$ cat config.mk
export PLATFORM = sky130hd
export DESIGN_NAME = pwm_switch_driver_multi
export DESIGN_NICKNAME = d
export VERILOG_FILES = /design/src/rtl/pwm_switch_driver_multi.sv
export SDC_FILE = /design/constraint.sdc
export NUM_CORES = 1
export LEC_CHECK = 0
export ABC_AREA = 1
export CAP_MARGIN = 10
export CORE_ASPECT_RATIO = 0.75
export CORE_MARGIN = 2
export CORE_UTILIZATION = 60
export DETAILED_ROUTE_END_ITERATION = 16
export HOLD_SLACK_MARGIN = 0.02
export PLACE_DENSITY_LB_ADDON = 0.15
export SYNTH_ARGS = -nofsm -noshare
export SYNTH_HDL_FRONTEND = slang
export SYNTH_SLANG_ARGS = --single-unit
$ cat constraint.sdc
create_clock -name clk -period 4.8 [get_ports clk]
set_input_delay 0.96 -clock clk [delete_from_list [all_inputs] [get_ports clk]]
set_output_delay 0.96 -clock clk [all_outputs]
set_load 0.005 [all_outputs]
$ cat src/rtl/pwm_switch_driver_multi.sv
// Multi-channel complementary PWM driver with per-channel period, high time and dead time.
// Latency: load_ack/load_err one cycle after load; outputs registered, same edge as counter.
// Backpressure: none; every load is accepted (or rejected with load_err) the cycle it arrives.
//
// Ports:
//   clk, reset          core clock, asynchronous active-high reset
//   en                  tick enable; counters and dead timers advance only when set
//   load, ch_sel        write strobe and channel index for {period, high, dead}
//   load_ack, load_err  one-cycle response pulses for a load
//   signal, signal_b    complementary drive pair per channel
//   latch               per channel, both drive outputs low
//   period_start        one-cycle pulse when a channel counter wraps to 0
//
// Optional feature macro: PWMSW_SHADOW_EN
//   defined   : loads go to a shadow register, copied to the active set at the
//               period wrap (or at once if the channel is disabled)
//   undefined : loads write the active set directly and restart the channel
module pwm_switch_driver_multi #(
  parameter int NCH = 2,
  parameter int CW  = 13,
  parameter int DTW = 4,
  parameter int SW  = 1
) (
  input  logic           clk,
  input  logic           reset,
  input  logic           en,
  input  logic           load,
  input  logic [SW-1:0]  ch_sel,
  input  logic [CW-1:0]  period,
  input  logic [CW-1:0]  high,
  input  logic [DTW-1:0] dead,
  output logic           load_ack,
  output logic           load_err,
  output logic [NCH-1:0] signal,
  output logic [NCH-1:0] signal_b,
  output logic [NCH-1:0] latch,
  output logic [NCH-1:0] period_start
);

  localparam logic [CW-1:0]  CNT_ONE = CW'(1);
  localparam logic [DTW-1:0] DT_ONE  = DTW'(1);

  logic sel_bad;
  assign sel_bad = 32'(ch_sel) >= 32'(NCH);

  always_ff @(posedge clk or posedge reset) begin
    if (reset) begin
      load_ack <= 1'b0;
      load_err <= 1'b0;
    end else begin
      load_ack <= load && !sel_bad;
      load_err <= load && sel_bad;
    end
  end

  assign latch = ~signal & ~signal_b;

  for (genvar i = 0; i < NCH; i++) begin : g_ch
    logic [CW-1:0]  period_q, high_q, cnt_q;
    logic [DTW-1:0] dead_q, dtc_q;
    logic           raw_q, sig_q, sigb_q, ps_q;

    logic [CW-1:0]  period_n, high_n, cnt_n;
    logic [DTW-1:0] dead_n, dtc_n;
    logic           raw_n, sig_n, sigb_n, ps_n;
    logic           hit, active, wrap, start, start_ps;

`ifdef PWMSW_SHADOW_EN
    logic [CW-1:0]  period_s, high_s, period_sn, high_sn;
    logic [DTW-1:0] dead_s, dead_sn;
`endif

    assign hit = load && (ch_sel == SW'(i));

    always_comb begin
      active   = (period_q != '0);
      wrap     = active && en && (cnt_q == period_q - CNT_ONE);
      period_n = period_q;
      high_n   = high_q;
      dead_n   = dead_q;
      start    = 1'b0;
      start_ps = 1'b0;
`ifdef PWMSW_SHADOW_EN
      // Write-through: a load on the wrap cycle is what gets copied at that wrap.
      period_sn = period_s;
      high_sn   = high_s;
      dead_sn   = dead_s;
      if (hit) begin
        period_sn = period;
        high_sn   = high;
        dead_sn   = dead;
      end
      if (!active || wrap) begin
        period_n = period_sn;
        high_n   = high_sn;
        dead_n   = dead_sn;
      end
      // A disabled channel picking up a nonzero period starts at cnt=0 without a pulse.
      start = !active && (period_sn != '0);
`else
      if (hit) begin
        period_n = period;
        high_n   = high;
        dead_n   = dead;
        start    = (period != '0);
        start_ps = (period != '0);
      end
`endif

      cnt_n = cnt_q;
      dtc_n = dtc_q;
      raw_n = raw_q;
      ps_n  = 1'b0;
      if (period_n == '0) begin
        cnt_n = '0;
        dtc_n = '0;
        raw_n = 1'b0;
      end else if (start) begin
        // Fresh start always opens with a full dead interval, whatever the raw level.
        cnt_n = '0;
        raw_n = (high_n != '0);
        dtc_n = dead_n;
        ps_n  = start_ps;
      end else if (en) begin
        cnt_n = wrap ? '0 : cnt_q + CNT_ONE;
        ps_n  = wrap;
        raw_n = (cnt_n < high_n);
        if (raw_n != raw_q) begin
          dtc_n = dead_n;
        end else if (dtc_q != '0) begin
          dtc_n = dtc_q - DT_ONE;
        end
      end

      sig_n  = (period_n != '0) && (dtc_n == '0) && raw_n;
      sigb_n = (period_n != '0) && (dtc_n == '0) && !raw_n;
    end

    always_ff @(posedge clk or posedge reset) begin
      if (reset) begin
        period_q <= '0;
        high_q   <= '0;
        dead_q   <= '0;
        cnt_q    <= '0;
        dtc_q    <= '0;
        raw_q    <= 1'b0;
        sig_q    <= 1'b0;
        sigb_q   <= 1'b0;
        ps_q     <= 1'b0;
`ifdef PWMSW_SHADOW_EN
        period_s <= '0;
        high_s   <= '0;
        dead_s   <= '0;
`endif
      end else begin
        period_q <= period_n;
        high_q   <= high_n;
        dead_q   <= dead_n;
        cnt_q    <= cnt_n;
        dtc_q    <= dtc_n;
        raw_q    <= raw_n;
        sig_q    <= sig_n;
        sigb_q   <= sigb_n;
        ps_q     <= ps_n;
`ifdef PWMSW_SHADOW_EN
        period_s <= period_sn;
        high_s   <= high_sn;
        dead_s   <= dead_sn;
`endif
      end
    end

    assign signal[i]       = sig_q;
    assign signal_b[i]     = sigb_q;
    assign period_start[i] = ps_q;
  end

endmodule

# After elaboration in Yosys (flattened, before gate mapping)
# Cells that the tools add are included.
# word_totals
input_bits	35
output_inout_bits	10
regBits	103
wordCells	102
# classes
bitwise_logic	4
n_lt_le_gt_ge	2
n_reduce_logical	29
mux	38
eq_ne	4
addsub	6
# op_table
operator	count
13-bit 2-to-1 mux	12
13-bit nonzero test	7
4-bit 2-to-1 mux	12
13-bit by 1-bit adder with 13-bit output (second input constant)	2
13-bit equality test	2
13-bit zero test	2
13-bit less-than comparator	2
13-bit by 1-bit subtractor with 13-bit output (second input constant)	2
1-bit 2-to-1 mux	14
1-bit logical AND	12
4-bit zero test	2
4-bit nonzero test	2
4-bit by 1-bit subtractor with 4-bit output (second input constant)	2
3-bit nonzero test	2
2-bit inverter	2
2-bit bitwise AND	1
1-bit zero test	2
1-bit inequality test	2
1-bit inverter	1

# Longest topological paths before layout
# depth
word_depth	13
depth_mapped	32
depth_no_buf	31

# Worst setup path before layout
# Ideal clock, no wire load.
# synth_path
path_kind	input to register
start	input port ch_sel
end	register g_ch[0].sig_q
t_arrival_ns	3.480
path_stages	23
required_time_ns	4.714
setup_ns	0.086
setup_slack_ns	1.234
path_buffers	3
path_cell_list	inv_1 > nand2_1 > buf_2 > buf_2 > buf_1 > nand2_1 > o21ai_0 > ha_1 > nand2_1 > inv_2 > nand3_1 > a31oi_1 > a2111oi_4 > nand2_2 > nand2_2 > nand2_1 > nand2_1 > nand3_1 > nand2_1 > nand2_1 > nand2_2 > nand2_2 > nor3_1
# synth_via
elab_chain_len	12
word_cells_on_any_way	21
cone_classes	order compare (1); eq/ne (1); mux (11); bitwise (1); reduce/logical (7)
# synth_rtl
element	line_no	source
start, declared	28	input logic [SW-1:0] ch_sel,
1-bit inverter *	73	assign hit = load && (ch_sel == SW'(i));
1-bit logical AND *	73	
13-bit 2-to-1 mux	101	if (hit) begin
13-bit less-than comparator	127	raw_n = (cnt_n < high_n);
1-bit inequality test	128	if (raw_n != raw_q) begin
4-bit 2-to-1 mux	128	
4-bit 2-to-1 mux	124	end else if (en) begin
4-bit 2-to-1 mux	118	end else if (start) begin
4-bit 2-to-1 mux	114	if (period_n == '0) begin
4-bit zero test	135	sig_n = (period_n != '0) && (dtc_n == '0) && raw_n;
1-bit logical AND	135	
1-bit logical AND *	135	
named net g_ch[0].sig_n	65	logic raw_n, sig_n, sigb_n, ps_n;
end signal, assigned	162	sig_q <= sig_n;
end, declared	61	logic raw_q, sig_q, sigb_q, ps_q;
# The timed path passes the listed nets; every way through them passes the cells marked *.
# A chain may end at the register's enable or synchronous reset.

# Final worst setup path
# layout_path
start	input port en
end	register g_ch[1].sig_q
# layout_via
elab_chain_len	12
word_cells_on_any_way	15
cone_classes	order compare (1); eq/ne (1); mux (8); reduce/logical (5)
# layout_rtl
element	line_no	source
start, declared	26	input logic en,
1-bit logical AND (2 in series)	77	wrap = active && en && (cnt_q == period_q - CNT_ONE);
13-bit 2-to-1 mux	125	cnt_n = wrap ? '0 : cnt_q + CNT_ONE;
13-bit less-than comparator	127	
1-bit inequality test	128	
4-bit 2-to-1 mux	128	
4-bit 2-to-1 mux	124	
4-bit 2-to-1 mux	118	
4-bit 2-to-1 mux	114	
4-bit zero test	135	
1-bit logical AND	135	
1-bit logical AND *	135	
named net g_ch[1].sig_n	65	
end signal, assigned	162	
end, declared	61	
# Marks and branches as above.

==> results.cfg <==
[global_routing]
grt_pass1_wl_um = 28100
antenna_found_initial = 0
grt_max_degree = 60
grt_usage_pct = 28.2
first_global_vias = 5849
grt_overflow = 0

[synthesis]
ys.flop_type = dfrtp_1
syn_area_mm2 = 0.00697
synth_edf_count = 0
yosys_warnings = 0
seq_area_frac_synth_pct = 37.0
synth_area_per_cell_um2 = 7.16
synth_top_area_cell = dfrtp_1
yosys-top-cells-area = dfrtp_1 (37%), inv_1 (11%), nand2_1 (11%)
synth_cell_types = 40
postSynthCellCount = 974
async_flop_share_pct = 100
synth_top_area_share_pct = 37.0
synth_seq_cells = 103
syn-num-nets = 1041

[cts]
cts_setup_buffers = 0
cts-root-buf = clkbuf_16
cts_resized = 0
cts_buffers = 9
htreeDepth = 3
holdBufCountCts = 0
clock_latency_ps = 350
cts_buffer_depth = 2
path_clk_slew_ps = 70
cts_sinks = 103
cts_tree = done

[critical_path]
path_cells = clkdlybuf4s50_1, inv_2, a21oi_1, o21ai_1, nor2_1, nand2_1, nor2_1, nand2_1, nor2_1, nand3_1, nand2_1, inv_1, ha_1, a21oi_1, nor2_1, a211oi_1, o221a_2, nand3_2, nand3_1, nand3_1, nand2_1, nand3_1, nor3_1
endpoint_kind = register
crit_slowest_cell = clkdlybuf4s50_1
critPathLaunchType = input port
critPathArrivalTime_ps = 4440
required_ps = 5060
r2r-end = g_ch[1].sig_q$_DFF_PP0_
reg2regPathDepth = 23
cp-endpoint = g_ch[1].sig_q$_DFF_PP0_
cp-startpoint = en
cp_slowest_stage_delay_ps = 490
r2r_start = g_ch[1].period_q[1]$_DFF_PP0_
path_max_fanout = 12
reg2reg_setup_slack_ps = 840
critPathKind = in2reg

[finish]
diodes = 0
final_common_cell = inv_1
instances_no_fill = 1159
areaGrowthSynthToFinish_pct = 12.2
utilization_pct = 68.4
fillers = 970
drive_gt1_share_pct = 8.18
nets = 1077
final_cell_mix = inv_1 (205), nand2_1 (198), dfrtp_1 (103)

[outcome]
status = finished clean

[die]
die_y_um = 97.4
fp.dieArea_mm2 = 0.0125
row_count = 34
num_io_pins = 45
fp.dieW_um = 128
start_util_pct = 60.9
core_mm2 = 0.0114

[placement]
dp_hpwl_um = 12800
portBuffers = 43
routabilityCongestion = 0.936
place_ws_ps = 281
dp.cells = 1143

[timing]
period_needed_ps = 4180
tightest_slew_ps = 739
hold_viol_final = 0
finClkSkew_ps = 13.3
min_period_over_period_pct = 87.1
rsz0062_at_grt = no
fmax_mhz = 239
slew_headroom_pct = 50.7
fin_setup_tns_ps = 0
setup_viol = 0
finalWorstSetupSlack_ps = 620
slew_violations = 0

[route]
vias = 6172
wirelength_um = 16600
via_per_inst = 5.33
wl_per_cell_um = 14.3
ant_nets = 0
drtIter0Drc = 414
firstDrtPassIters = 5
drc = 0

[pwr]
p_leak_nw = 4.14
powerDensity_mw_per_mm2 = 305
ir_drop_uv = 190
p_total_w = 0.00239

[run]
maxCapViolations = 0

[hold_path]
holdCritPathClass = reg2reg
-- registers in the layout (all words and copies together), names as in the netlist, 2 cells and up --
| register | flops |
|---|---|
| g_ch.dtc_q | 8 |
| g_ch.ps_q | 2 |
| g_ch.cnt_q | 26 |
| g_ch.sigb_q | 2 |
| g_ch.high_q | 26 |
| g_ch.period_q | 26 |
| g_ch.sig_q | 2 |
| g_ch.raw_q | 2 |
| g_ch.dead_q | 8 |
-- cells by family (layout without fill, tap and decap cells) --
logic type	Yosys count	count (layout)	synth area share, %
other	1	1	0.0538
AO/OA/AOI/OAI	139	139	11.2
flip-flops	103	103	37.0
XOR/XNOR	41	41	5.15
AND/OR/NAND/NOR	414	414	27.1
adder cells (fa/ha/maj)	32	32	5.74
buffers and inverters	242	283	13.5
multiplexers	2	2	0.287
-- metrics by stage --
stage | cell area, µm² | hold slack, ps
2_1_floorplan | 6970 | 438
3_3_place_gp | 7530 | 458
3_5_place_dp | 7530 | 470
4_1_cts | 7830 | 486
5_1_grt | 7830 | 506
6_report | 7830 | 482
-- Yosys cell counts, types with 5 or more instances --
cell type and instances:
a21oi_1 23, buf_2 6, buf_4 7, clkbuf_1 12
dfrtp_1 103, ha_1 32, inv_1 206, inv_2 10
nand2_1 198, nand2_2 14, nand3_1 64, nand3b_1 5
nand4_1 9, nor2_1 69, nor2_2 9, nor3_1 12
nor4_1 9, o21ai_0 73, o21ai_1 7, o22ai_1 26
or2_2 15, xnor2_1 15, xor2_1 26
-- power breakdown --
group	leakage [nW]	total, W	internal, W	switching [W]
clock network	0.146	0.000745	0.000419	0.000326
logic	2.74	0.000617	0.000233	0.000384
registers	1.25	0.00103	0.000960	0.0000678
total	4.14	0.00239	0.00161	0.000778
-- final cells by class --
type	instances	area, µm²	share of cell area, %
Multi-Input combinational cell	629	3450	44.1
Timing Repair Buffer	51	503	6.43
Clock buffer	11	243	3.10
Tap cell	144	180	2.30
Clock inverter	5	56.3	0.719
Inverter	216	813	10.4
Sequential cell	103	2580	32.9
-- layer usage --
metal  up-vias  wire (µm)  GRT usage [%]
met5         -          0              0
met4         0        151           5.83
met3        16       1300           5.84
met2       205       6950           40.8
met1      2818       8190           43.6
li1       3133          -              -
-- how the worst min path moves through the flow --
stage	startpoint	end	slack, ps	cells past startpoint
finish	g_ch[0].dead_q[2]$_DFF_PP0_	g_ch[0].dead_q[2]$_DFF_PP0_	480	2
CTS	g_ch[0].dead_q[3]$_DFF_PP0_	g_ch[0].dead_q[3]$_DFF_PP0_	490	2
floorplan	g_ch[0].dead_q[3]$_DFF_PP0_	g_ch[0].dead_q[3]$_DFF_PP0_	440	2
detailed placement	g_ch[0].dead_q[2]$_DFF_PP0_	g_ch[0].dead_q[2]$_DFF_PP0_	470	2
global route	g_ch[0].dead_q[0]$_DFF_PP0_	g_ch[0].dead_q[0]$_DFF_PP0_	510	2
global placement	g_ch[0].dead_q[3]$_DFF_PP0_	g_ch[0].dead_q[3]$_DFF_PP0_	460	2
-- worst max-delay path: cells and delay by family --
kind,cells,cell delay (ps)
compound gates,5,800
simple gates,14,1740
fa+ha+maj,1,290
buf+inv,3,640
No activity file was read; power rests on OpenSTA's default activity.
==> patch 1 (config.mk and constraints unchanged) <==
`NCH`: 2 -> 4.
--- a/src/rtl/pwm_switch_driver_multi.sv
+++ b/src/rtl/pwm_switch_driver_multi.sv
@@ -16,7 +16,7 @@
 //               period wrap (or at once if the channel is disabled)
 //   undefined : loads write the active set directly and restart the channel
 module pwm_switch_driver_multi #(
-  parameter int NCH = 2,
+  parameter int NCH = 4,
   parameter int CW  = 13,
   parameter int DTW = 4,
   parameter int SW  = 1
Ports: changed (resized latch, period_start, signal and signal_b); port bits go from 45 to 53. No check against the original RTL was run, so the function may have changed too.
==> patch 1 against the original RTL <==
- cell count is 87% higher
- clock skew is 0.0025 ns higher
- sequential power is 99% higher
- sequential cell count is 102 higher
- critical endpoint is now g_ch[0].sig_q$_DFF_PP0_
- utilization is 0.73 points higher
- highest routed layer unchanged
- register-to-register slack worse by 0.26 ns
- total power is 110% higher
- non-clock buffer count is 30 higher
- design area is 88% higher
- area after synthesis is 88% higher
- wire length is 130% higher
- setup slack worse by 0.19 ns
- maximum frequency is 4.4% lower
==> patch 1: results (changes against the original RTL) <==
** Synth
- Gate count after technology mapping :: 1,810 (was 974)
- Compound-gate portion of the synthesized area :: 10.9% (was 11.2%)
- Fraction of synthesized area in multiplexers :: 0% (was 0.287%)
- The xor and xnor fraction of the mapped netlist area is 4.06% (was 5.15%).
- The sequential cell area fraction in the yosys report came to 39.2% (was 37.0%).
- Adder and majority cell fraction of the synthesized area :: 6.12% (was 5.74%)
- Synth cell count leaders :: 421 x nand2_1, 354 x inv_1, 205 x dfrtp_1, 152 x nor2_1, 146 x nand3_1 (was 206 x inv_1, 198 x nand2_1, 103 x dfrtp_1, 73 x o21ai_0, 69 x nor2_1)

** Placement
- The quantity of I/O buffers inserted on ports was 51 (was 43).
- HPWL Detailed :: 28.9 mm (was 12.8 mm)
- DP Cell Count :: 2,134 (was 1,143)

** Global routing
- The number of global-route vias before repair came to 11,200 (was 5,849).
- Overall track demand over capacity in global routing :: 32.9% (was 28.2%)
- The pin count of the biggest net entering global routing came to 111 (was 60).
- Wire length of the first global-routing pass :: 59.9 mm (was 28.1 mm)

** Detailed routing
- The detailed route wirelength on metal2 was 14.6 mm (was 6.95 mm).
- The count of vias placed by the detailed router came to 12,200 (was 6,172).
- First-pass detailed-route iteration total :: 6 (was 5)
- Metal3 WL :: 4.35 mm (was 1.30 mm)

** Critical path
- Critical path peak fanout :: 14 (was 12)
- Slowest Stage Delay on Critical Path :: 0.53 ns (was 0.49 ns)

** Clock network
- H-tree levels :: 1 (was 3)
- Number of buffers created by CTS :: 22 (was 9)
- Clock insertion delay at the later pin of the skew report :: 0.51 ns (was 0.35 ns)

** STA
- The largest clock skew in the final design was 0.0158 ns (was 0.0133 ns).

** Final layout
- The number of nets in the layout came to 1,969 (was 1,077).
- Number of non-filler instances in the completed layout :: 2,172 (was 1,159)

** Run status
- Run status :: finished clean (unchanged)
patch 1: cell types whose count changed after synthesis, moves of 13 or more:
cell      change
nor3_1       +13
nor2_1       +83
o21ai_0      +65
dfrtp_1     +102
a211oi_1     +15
o22ai_1      +19
nand3_1      +82
ha_1         +32
nand2_1     +223
inv_1       +148
patch 1: power by group:
| group | switching, uW | internal (uW) | total [uW] |
|---|---|---|---|
| clock | 707 | 1010 | 1720 |
| combinational | 821 | 464 | 1280 |
| sequential | 135 | 1920 | 2050 |
patch 1: tightest hold or removal path, cell delays in order (launching register included):
cell and delay [ns]:
dfrtp_1 0.32, nand2_1 0.05, nand2_1 0.08
patch 1: routing by layer:
metal / GRT usage (%) / vias to the layer above
met3: 9.14 / 79
met5: 0 / -
met4: 8.36 / 0
met2: 44.8 / 627
met1: 51.1 / 5643
li1: - / 5884
patch 1: layout make-up:
class                      instances  area (um^2)
clock inverter                     8         98.8
tap                              288          360
clock buffer                      30          622
multi-input combinational       1197         6320
inverter                         363         1370
sequential                       205         5130
timing repair buffer              81          786
fill                            1788         6560
patch 1: final timing paths:
| check | start | endpoint | slack, ns | cells past startpoint |
|---|---|---|---|---|
| min | g_ch[3].high_q[0]$_DFF_PP0_ | g_ch[3].high_q[0]$_DFF_PP0_ | 0.48 | 2 |
| max reg2reg | g_ch[1].period_q[0]$_DFF_PP0_ | g_ch[1].sig_q$_DFF_PP0_ | 0.58 | 24 |
| min reg2reg | g_ch[3].high_q[0]$_DFF_PP0_ | g_ch[3].high_q[0]$_DFF_PP0_ | 0.48 | 2 |
| max in group asynchronous | reset | g_ch[1].period_q[7]$_DFF_PP0_ | 2.80 | 3 |
| min in group asynchronous | reset | g_ch[0].high_q[2]$_DFF_PP0_ | 0.92 | 2 |
| max | en | g_ch[0].sig_q$_DFF_PP0_ | 0.43 | 24 |
==> patch 2 (same settings) <==
Without the edit above. Make the reset (`reset`) synchronous in 2 clocked blocks. Comments in the files are not updated.
--- a/src/rtl/pwm_switch_driver_multi.sv
+++ b/src/rtl/pwm_switch_driver_multi.sv
@@ -43,7 +43,7 @@
   logic sel_bad;
   assign sel_bad = 32'(ch_sel) >= 32'(NCH);
 
-  always_ff @(posedge clk or posedge reset) begin
+  always_ff @(posedge clk) begin
     if (reset) begin
       load_ack <= 1'b0;
       load_err <= 1'b0;
@@ -136,7 +136,7 @@
       sigb_n = (period_n != '0) && (dtc_n == '0) && !raw_n;
     end
 
-    always_ff @(posedge clk or posedge reset) begin
+    always_ff @(posedge clk) begin
       if (reset) begin
         period_q <= '0;
         high_q   <= '0;
Behaviour: differs if reset is asserted again (counterexample within 4 cycles, from zero or initial values and one cycle with reset high); with reset held inactive, the same outputs for 4 cycles.
==> patch 2 against the original RTL <==
- total power decreased by 3.4%
- design area is 4.4% lower
- first-iteration DRC count is 55% higher
- setup slack gained 0.20 ns
- area after synthesis shrank 4.2%
- wire length rose by 6.6%
- clock power is 4.0% lower
- sequential cell count unchanged
- count of clock-buffer cells in the layout is 2 lower
==> patch 2: results (changes against the original RTL) <==
** Run status
- Run status :: finished clean (unchanged)

** Global routing
- The met3 usage came to 5.61% (was 5.84%).
- The number of global-route vias before repair is 5,850 (was 5,849).
- Wire length of the first global-routing pass :: 29.5 mm (was 28.1 mm)
- Largest net degree at the start of global routing :: 70 (was 60)
- The total routing usage reported by global routing came to 31.0% (was 28.2%).
- Met1 capacity usage during global routing :: 46.6% (was 43.6%)

** Critical path
- The number of cell instances on the worst register-to-register path is 28 (was 23).
- Worst setup path startpoint :: g_ch[1].period_q[0]$_SDFF_PP0_ (was en)
- The worst path arrival time came to 4.26 ns (was 4.44 ns).
- Register-to-register setup slack :: 0.82 ns (was 0.84 ns)

** Min path
- Destination of the worst hold path :: g_ch[0].high_q[5]$_SDFF_PP0_ (was g_ch[0].dead_q[2]$_DFF_PP0_)
- Min-Delay Startpoint :: g_ch[0].high_q[5]$_SDFF_PP0_ (was g_ch[0].dead_q[2]$_DFF_PP0_)

** Pwr
- Sw Ratio :: 34.6% (was 32.5%)
- The clock share of power came to 31.0% (was 31.2%).
- The cell leakage power is 0.00381 uW (was 0.00414 uW).
- Power in combinational cells :: 637 uW (was 617 uW)

** Placement
- HPWL Detailed :: 13.6 mm (was 12.8 mm)
- Final weighted congestion in routability-driven placement :: 0.931 (was 0.936)
- The pre-CTS setup slack is 0.487 ns (was 0.281 ns).
- The area after detailed placement is 7200 um^2 (was 7530 um^2).

** Synth
- Fraction of synthesis flops using an asynchronous set or reset pin :: 0% (was 100%)
- The mux cell area share after synthesis is 4.19% (was 0.287%).
- The count of mapped cells out of synthesis is 1,027 (was 974).
- The adder-cell share of the synthesized area is 5.99% (was 5.74%).
- Syn nets :: 1,094 (was 1,041)
- Sequential element share of the synthesized area :: 30.9% (was 37.0%)

** Detailed routing
- The starting DRC count in detailed routing came to 640 (was 414).
- Via-per-instance ratio :: 5.46 (was 5.33)
- The met3 routed wirelength came to 1.47 mm (was 1.30 mm).
- The detailed route wirelength on metal2 is 7.15 mm (was 6.95 mm).
- First-pass detailed-route iteration total :: 6 (was 5)
- Wire length the detailed router placed on met1 :: 8.79 mm (was 8.19 mm)

** STA
- The largest clock skew in the final design is 0.0101 ns (was 0.0133 ns).

** Final layout
- The number of fill cells was 958 (was 970).
- The final non-filler cell total came to 1,202 (was 1,159).
patch 2: cell types whose count changed after synthesis, sizes merged, moves of 12 or more:
cell,before,now
dfxtp,0,103
dfrtp,103,0
inv,216,131
nor2,79,150
o22ai,26,2
nand2,213,255
xor2,26,14
mux2i,2,28
a21oi,23,49
patch 2: cell type report:
type | instances | area, um^2 | share of cell area, %
clock buffers | 9 | 225 | 3.01
clock inverters | 6 | 57.6 | 0.769
inverters | 132 | 495 | 6.62
multi-input cells | 758 | 3960 | 53.0
flip-flops and latches | 103 | 2060 | 27.6
well taps | 140 | 175 | 2.34
repair buffers | 54 | 503 | 6.72
patch 2: kinds of logic (layout without fill, tap and decap cells):
kind of cell | after synthesis | after routing
fa+ha+maj | 32 | 32
xor+xnor | 26 | 26
simple gates | 541 | 541
compound gates | 130 | 130
mux | 28 | 28
buf+inv | 166 | 201
other cells | 1 | 1
flops | 103 | 103
